==> config.mk <==
export PLATFORM = sky130hd
export DESIGN_NAME = stu_lane_result_arb
export DESIGN_NICKNAME = d
export VERILOG_FILES = /design/src/rtl/stu_arb_pkg.sv /design/src/rtl/stu_arb_out_reg.sv /design/src/rtl/stu_lane_result_arb.sv
export SDC_FILE = /design/constraint.sdc
export NUM_CORES = 1
export LEC_CHECK = 0
export ABC_CLOCK_PERIOD_IN_PS = 3300
export CAP_MARGIN = 20
export CORE_ASPECT_RATIO = 1.1
export CORE_MARGIN = 4
export CORE_UTILIZATION = 37
export CTS_BUF_LIST = sky130_fd_sc_hd__clkbuf_16
export DETAILED_ROUTE_END_ITERATION = 16
export GPL_ROUTABILITY_DRIVEN = 0
export PLACE_DENSITY_LB_ADDON = 0.25
export SYNTH_ARGS = -nofsm -noshare
export SYNTH_HDL_FRONTEND = slang
export SYNTH_HIERARCHICAL = 1
export SYNTH_SLANG_ARGS = --single-unit
==> constraint.sdc <==
create_clock -name clk -period 3.3 [get_ports clk]
set_clock_uncertainty 0.15 [all_clocks]
set_input_delay 0.99 -clock clk [delete_from_list [all_inputs] [get_ports clk]]
set_output_delay 0.99 -clock clk [all_outputs]
set_load 0.005 [all_outputs]
==> src/rtl/stu_arb_pkg.sv <==
// stu_arb_pkg: shared encodings and types for the lane result arbiter
package stu_arb_pkg;
    localparam logic [1:0] CNTL_SOM = 2'b00;
    localparam logic [1:0] CNTL_SOD = 2'b01;
    localparam logic [1:0] CNTL_MOD = 2'b10;
    localparam logic [1:0] CNTL_EOD = 2'b11;
    typedef enum logic [1:0] {IDLE, GNT0, GNT1} stu_arb_state_e;
    typedef logic stu_idx_t;
endpackage

==> src/rtl/stu_arb_out_reg.sv <==
// stu_arb_out_reg: single-entry valid/ready output register with a 1-bit tag
// Ports: load/in_* capture a beat; ready drains it; out_* hold it stable until drained.
module stu_arb_out_reg #(
    parameter int DATA_W = 32,
    parameter int CNTL_W = 2
) (
    input  logic              clk,
    input  logic              rst,
    input  logic              load,
    input  logic              ready,
    input  logic [CNTL_W-1:0] in_cntl,
    input  logic [DATA_W-1:0] in_data,
    input  logic [DATA_W-1:0] in_mask,
    input  logic              in_tag,
    output logic              out_valid,
    output logic [CNTL_W-1:0] out_cntl,
    output logic [DATA_W-1:0] out_data,
    output logic [DATA_W-1:0] out_mask,
    output logic              out_tag
);
    localparam int PW = CNTL_W + 2 * DATA_W + 1;
    logic          valid_q, valid_d;
    logic [PW-1:0] pay_q, pay_d;
    always_comb begin
        valid_d = load || (valid_q && !ready);
        pay_d   = load ? {in_cntl, in_data, in_mask, in_tag} : pay_q;
    end
    always_ff @(posedge clk or posedge rst) begin
        if (rst) begin
            valid_q <= 1'b0;
            pay_q   <= '0;
        end else begin
            valid_q <= valid_d;
            pay_q   <= pay_d;
        end
    end
    assign out_valid = valid_q;
    assign {out_cntl, out_data, out_mask, out_tag} = pay_q;
endmodule

==> src/rtl/stu_lane_result_arb.sv <==
// stu_lane_result_arb: packet-granular round-robin share of one PE result lane between two streams
// Ports: stOp__stu__lane_strm{0,1}_* in (valid/cntl/data/mask), stu__stOp__lane_strm{0,1}_ready out;
//        pe__stu__lane_result_* / pe__stu__lane_type out with stu__pe__lane_result_ready in;
//        arb__sys__pkt_cnt{0,1} completed packets, arb__sys__proto_err sticky error.
module stu_lane_result_arb
    import stu_arb_pkg::*;
#(
    parameter int DATA_W = 32,
    parameter int CNTL_W = 2,
    parameter int CNT_W  = 16
) (
    input  logic              clk,
    input  logic              reset_poweron,
    input  logic              stOp__stu__lane_strm0_data_valid,
    input  logic [CNTL_W-1:0] stOp__stu__lane_strm0_cntl,
    input  logic [DATA_W-1:0] stOp__stu__lane_strm0_data,
    input  logic [DATA_W-1:0] stOp__stu__lane_strm0_data_mask,
    input  logic              stOp__stu__lane_strm1_data_valid,
    input  logic [CNTL_W-1:0] stOp__stu__lane_strm1_cntl,
    input  logic [DATA_W-1:0] stOp__stu__lane_strm1_data,
    input  logic [DATA_W-1:0] stOp__stu__lane_strm1_data_mask,
    output logic              stu__stOp__lane_strm0_ready,
    output logic              stu__stOp__lane_strm1_ready,
    output logic              pe__stu__lane_result_data_valid,
    output logic [CNTL_W-1:0] pe__stu__lane_result_cntl,
    output logic [DATA_W-1:0] pe__stu__lane_result_data,
    output logic [DATA_W-1:0] pe__stu__lane_result_data_mask,
    output logic              pe__stu__lane_type,
    input  logic              stu__pe__lane_result_ready,
    output logic [CNT_W-1:0]  arb__sys__pkt_cnt0,
    output logic [CNT_W-1:0]  arb__sys__pkt_cnt1,
    output logic              arb__sys__proto_err
);
    stu_arb_state_e    state_q, state_d;
    stu_idx_t          last_q, last_d;
    logic              in_pkt_q, in_pkt_d;
    logic              err_q, err_d;
    logic [CNT_W-1:0]  cnt0_q, cnt0_d, cnt1_q, cnt1_d;
    logic              v0, v1, sel, sel_valid, oth_valid, can_load, acc, is_start, pkt_end;
    logic [CNTL_W-1:0] sel_cntl;
    assign v0        = stOp__stu__lane_strm0_data_valid;
    assign v1        = stOp__stu__lane_strm1_data_valid;
    assign sel       = state_q == GNT1;
    assign sel_valid = sel ? v1 : v0;
    assign oth_valid = sel ? v0 : v1;
    assign sel_cntl  = sel ? stOp__stu__lane_strm1_cntl : stOp__stu__lane_strm0_cntl;
    // Combinational path from downstream ready lets a draining beat be replaced in the same cycle.
    assign can_load  = !pe__stu__lane_result_data_valid || stu__pe__lane_result_ready;
    assign stu__stOp__lane_strm0_ready = state_q == GNT0 && can_load;
    assign stu__stOp__lane_strm1_ready = state_q == GNT1 && can_load;
    assign acc       = state_q != IDLE && sel_valid && can_load;
    assign is_start  = sel_cntl == CNTL_SOM || sel_cntl == CNTL_SOD;
    assign pkt_end   = acc && (sel_cntl == CNTL_EOD || sel_cntl == CNTL_SOM);
    always_comb begin
        state_d  = state_q;
        last_d   = last_q;
        in_pkt_d = in_pkt_q;
        err_d    = err_q;
        cnt0_d   = cnt0_q;
        cnt1_d   = cnt1_q;
        if (state_q == IDLE)
            state_d = v0 && v1 ? (last_q ? GNT0 : GNT1) : v0 ? GNT0 : v1 ? GNT1 : IDLE;
        if (acc) begin
            // A start beat inside a packet, or a continuation beat outside one, is malformed.
            err_d    = err_q || (in_pkt_q == is_start);
            in_pkt_d = sel_cntl == CNTL_SOD ? 1'b1 : in_pkt_q;
        end
        if (pkt_end) begin
            in_pkt_d = 1'b0;
            last_d   = sel;
            cnt0_d   = sel ? cnt0_q : cnt0_q + 1'b1;
            cnt1_d   = sel ? cnt1_q + 1'b1 : cnt1_q;
            state_d  = oth_valid ? (sel ? GNT0 : GNT1) : sel_valid ? state_q : IDLE;
        end
    end
    always_ff @(posedge clk or posedge reset_poweron) begin
        if (reset_poweron) begin
            state_q  <= IDLE;
            last_q   <= 1'b1;
            in_pkt_q <= 1'b0;
            err_q    <= 1'b0;
            cnt0_q   <= '0;
            cnt1_q   <= '0;
        end else begin
            state_q  <= state_d;
            last_q   <= last_d;
            in_pkt_q <= in_pkt_d;
            err_q    <= err_d;
            cnt0_q   <= cnt0_d;
            cnt1_q   <= cnt1_d;
        end
    end
    assign arb__sys__pkt_cnt0  = cnt0_q;
    assign arb__sys__pkt_cnt1  = cnt1_q;
    assign arb__sys__proto_err = err_q;
    stu_arb_out_reg #(.DATA_W(DATA_W), .CNTL_W(CNTL_W)) u_out (
        .clk       (clk),
        .rst       (reset_poweron),
        .load      (acc),
        .ready     (stu__pe__lane_result_ready),
        .in_cntl   (sel_cntl),
        .in_data   (sel ? stOp__stu__lane_strm1_data : stOp__stu__lane_strm0_data),
        .in_mask   (sel ? stOp__stu__lane_strm1_data_mask : stOp__stu__lane_strm0_data_mask),
        .in_tag    (sel),
        .out_valid (pe__stu__lane_result_data_valid),
        .out_cntl  (pe__stu__lane_result_cntl),
        .out_data  (pe__stu__lane_result_data),
        .out_mask  (pe__stu__lane_result_data_mask),
        .out_tag   (pe__stu__lane_type)
    );
endmodule

Word-level counts from Yosys, hierarchy flattened
Cells that the tools add are included.
{ "totals": {"reg_bits": 105, "latchBits": 0, "mem_bits_rw": 0, "romBits": 0, "input_bits": 137, "word_cells": 58, "n_memories": 0} }
{ "op_classes": {"n_addsub": 2, "multipliers": 0, "div_mod_pow": 0, "n_lt_le_gt_ge": 0, "eq_ne": 6, "shift": 0, "muxes": 17, "bitwise_logic": 1, "n_reduce_logical": 24} }
{ "op_table": {"columns": ["operator", "n"], "rows": [
  ["32-bit two-way mux", 2],
  ["16-bit by 1-bit adder with 16-bit output (second input constant)", 2],
  ["2-bit two-way mux", 10],
  ["2-bit AND reduction", 4],
  ["2-bit nonzero test", 4],
  ["1-bit logical AND", 7],
  ["1-bit logical OR", 5],
  ["1-bit two-way mux", 5],
  ["2-bit by 1-bit == test with 1-bit output (second input constant)", 2],
  ["2-bit == test (second input constant)", 2],
  ["2-bit zero test", 2],
  ["3-bit inequality test (second input constant)", 1],
  ["1-bit zero test", 2],
  ["1-bit == test", 1],
  ["1-bit NOT", 1]
]} }

Depth between registers and ports, before layout
{ "logic_depth": {"word_depth": 7, "depth_mapped": 10} }

Cells and area by module
Netlist, hierarchy kept.
{ "by_module_without_submodules": {"columns": ["mod", "n_inst", "cells_per_inst", "area_each_um2"], "rows": [
  ["stu_arb_out_reg", 1, 146, 2607.5],
  ["stu_lane_result_arb", 1, 361, 2600.0]
]} }

Least setup slack after synthesis
No wires, ideal clock.
{ "synth_timing": {"path_kind": "input-to-output", "startpoint": "input port stu__pe__lane_result_ready", "endpoint": "output port stu__stOp__lane_strm0_ready", "arrival_ns": 1.628, "required_time_ns": 2.160, "setup_slack_ns": 0.532, "cell_stages": 3, "cell_sequence": "nor2b_2 -> buf_2 -> nor3b_1"} }
{ "synth_via": {"elab_chain_len": 2} }
{ "synth_rtl": {"columns": ["item", "line", "rtl"], "rows": [
  ["start: declaration", "stu_lane_result_arb.sv:29", "input logic stu__pe__lane_result_ready,"],
  ["1-bit logical OR", "stu_lane_result_arb.sv:48", "assign can_load = !pe__stu__lane_result_data_valid || stu__pe__lane_result_ready;"],
  ["1-bit logical AND", "stu_lane_result_arb.sv:49", "assign stu__stOp__lane_strm0_ready = state_q == GNT0 && can_load;"],
  ["end: declaration", "stu_lane_result_arb.sv:22", "output logic stu__stOp__lane_strm0_ready,"]
]} }
No other way between the ends.

Final worst setup path
Same ends and word-level chain as after synthesis.

==> key figures <==
Outcome
  – Outcome: completed

Finish
  – Layout cells sized above 1: 14.8%
  – Non-filler instance count after layout: 939
  – Ant. Diodes: 0
  – Fin util: 58.8%
  – Area grow syn2layout: 55.9%
  – Nets: 887

Clocking
  – Setup bufs post-CTS: 0
  – CTS Sinks: 105
  – Num CTS Buffers: 9
  – Maximum level of the CTS H-tree: 3
  – CTS tree: built
  – Worst-path clk slew: 0.07 ns
  – Hold-fix buffer count after cts: 0
  – PostCTS Resize Cnt: 2
  – Root Buffer: clkbuf_16
  – Clk_lat worst skew: 0.34 ns
  – Deepest clock path buffer count: 2

Synth
  – Synth Cell Area: 5210 um^2
  – Main synth FF type: dfrtp_1
  – Post-Synth Adder-Cell Area: 0.961%
  – Part of the Yosys area used for sequential elements: 50.5%
  – Synth cell count leaders: nand2_1, dfrtp_1, mux2_2, xnor2_1, mux2_4
  – Xor/xnor cell area share of the yosys netlist: 5.21%
  – Seq cells post-synth: 105
  – Synthesized area per cell: 10.3 um^2
  – Compound-Gate Fraction of Synth Area: 1.30%
  – Ys async rst share: 100%
  – Net Count, Synth: 648
  – Largest family of logic cells by synthesized area: simple AND/OR/NAND/NOR gates
  – Area fraction of the dominant cell type after synthesis: 50.0%
  – Post-synthesis cell count: 507
  – Synth cell types: 37
  – Synth warnings: 6
  – Synth top area cells: dfrtp_1, nand2_1, mux2_2
  – Post-synth EDFFs: 0
  – Proportion of synthesized area in mux cells: 16.7%
  – Synth area leader: dfrtp_1
  – Synth Area in Simple Gates: 22.2%
  – Most frequent cell after synthesis: nand2_1

Power
  – P_leak: 3.63 nW
  – Largest vdd supply drop: 392 uV
  – Pwr dens: 797 nW/um^2
  – Total power: 6.47 mW

Global route
  – Remaining Overflow, GRT: 0
  – Initial antenna violation count: 0
  – Total track usage: 18.0%
  – Largest net degree at the start of global routing: 67
  – Vias in the first global route: 4643
  – First-pass GRT wire length: 23.4 mm

Timing
  – Period utilization: 96.6%
  – RSZ-0062 raised after global routing: false
  – # setup viols final: 0
  – Slew @ Worst Pin: 0.643 ns
  – Final hold slack: 0.327 ns
  – Slew margin rel.: 57.1%
  – Max Slew Vio Count: 0
  – F_max: 0.314 GHz
  – Final min period: 3.19 ns
  – Hold Vio Cnt, Final: 0

Routing
  – Pre-Repair DR Iteration Count: 4
  – DR iter-0 viols: 163
  – Via/cell ratio: 4.68
  – WL final: 14.6 mm
  – DRC Markers: 0
  – DRT antenna net count: 0
  – Via Count: 4398
  – Routed length per instance: 15.5 um

Worst setup path
  – WP data required: 2.16 ns
  – Slowest Stage Delay on Critical Path: 0.50 ns
  – CP endpoint kind: output pin
  – WP data arrival: 2.05 ns
  – Worst path top cell family by delay: buffers and inverters
  – Flop2flop setup slack: 0.61 ns
  – Cells along the critical path: clkdlybuf4s50_1 > nor2b_2 > nor3b_1 > dlygate4sd2_1
  – Maximum fanout along the worst path: 2
  – Crit path buffers/inverters: 2
  – Startpoint types: primary input
  – Worst path slowest cell: clkdlybuf4s50_1
  – WS Path Type: in2out

Job
  – MaxCap Viol Count: 0

Die
  – Area of the core: 13800 um^2
  – FP Rows: 45
  – Die ar.: 16000 um^2
  – DIE WIDTH: 121 um
  – I/O pin count: 240
  – Initial core utilization: 37.8%
  – Chip Height: 132 um

Placed design
  – Port bufs: 239
  – Cell count after placement: 923
  – Dpl hpwl: 11.2 mm

Min path
  – Hold Crit Class: reg2reg
## flip-flops by register name, summed over array words and instances, names as in the netlist
| register | flops |
|---|---|
| in_pkt_q | 1 |
| arb__sys__pkt_cnt0 | 16 |
| arb__sys__pkt_cnt1 | 16 |
| u_out/pay_q | 67 |
| u_out/out_valid | 1 |
| state_q | 2 |
| arb__sys__proto_err | 1 |
| last_q | 1 |
## power by group
group | internal [mW] | switching, mW
Combinational | 1.93 | 1.36
Clock | 0.586 | 0.460
Sequential | 1.80 | 0.325
Total | 4.32 | 2.15
## layout by cell type, fill, tap and decap left out, types with 4 or more instances in the layout
cell type / n
dfrtp_1: 104
nand2_1: 201
a31oi_1: 4
clkdlybuf4s50_1: 237
inv_1: 4
ha_1: 4
xnor2_1: 25
mux2_2: 50
buf_4: 11
mux2_4: 19
nand4_1: 10
nand3_1: 14
xor2_1: 6
nor2_1: 6
clkbuf_16: 9
## stage by stage
stage	setup slack, ns	cell area [um^2]	setup TNS [ns]
final	0.114	8120	0
after global routing	0.0228	8120	0
after CTS	0.103	8120	0
after detailed placement	-0.168	7830	-0.299
after global placement	-0.225	7830	-0.369
after floorplan	0.448	5210	0
## final timing paths
path                       cells past startpoint                  startpoint                          end
setup / recovery                               4  stu__pe__lane_result_ready  stu__stOp__lane_strm0_ready
hold / removal                                 1         arb__sys__proto_err          arb__sys__proto_err
setup reg to reg                               8                  state_q[0]       arb__sys__pkt_cnt1[11]
hold reg to reg                                1         arb__sys__proto_err          arb__sys__proto_err
max in group asynchronous                      3               reset_poweron              u_out/pay_q[38]
min in group asynchronous                      2               reset_poweron              u_out/pay_q[66]
## worst register-to-register path, cell delays in order (launching register included)
cell and delay, ns:
dfrtp_1 0.48, nand2b_2 0.28, inv_2 0.12, mux2i_1 0.27
ha_1 0.29, nand2b_4 0.19, nor4_4 0.46, nand4_1 0.18
xnor2_1 0.16
## routing by layer
layer | vias up | wire, um | track usage, %
li1 | 2139 | - | -
met1 | 2094 | 5800 | 21.5
met2 | 152 | 7390 | 31.8
met3 | 13 | 1180 | 4.53
met4 | 0 | 194 | 5.16
met5 | - | 0 | 0
## cell families (layout without fill, tap and decap cells)
family / after synthesis / after routing
xor gates and xnor gates: 31 / 31
adders and majority gates: 4 / 4
muxes: 71 / 71
DFF: 105 / 105
AOI/OAI and AO/OA: 11 / 11
and+or+nand+nor: 254 / 254
buffers and inverters: 31 / 275
## final cells by class
type	count	area, um^2
fill	1198	5680
sequential	105	2630
timing repair buffer	252	2510
multi-input combinational	371	2420
tap	188	235
clock buffer	9	225
clock inverter	7	68.8
inverter	7	27.5
Note: power is estimated with default switching activity, not from simulation.
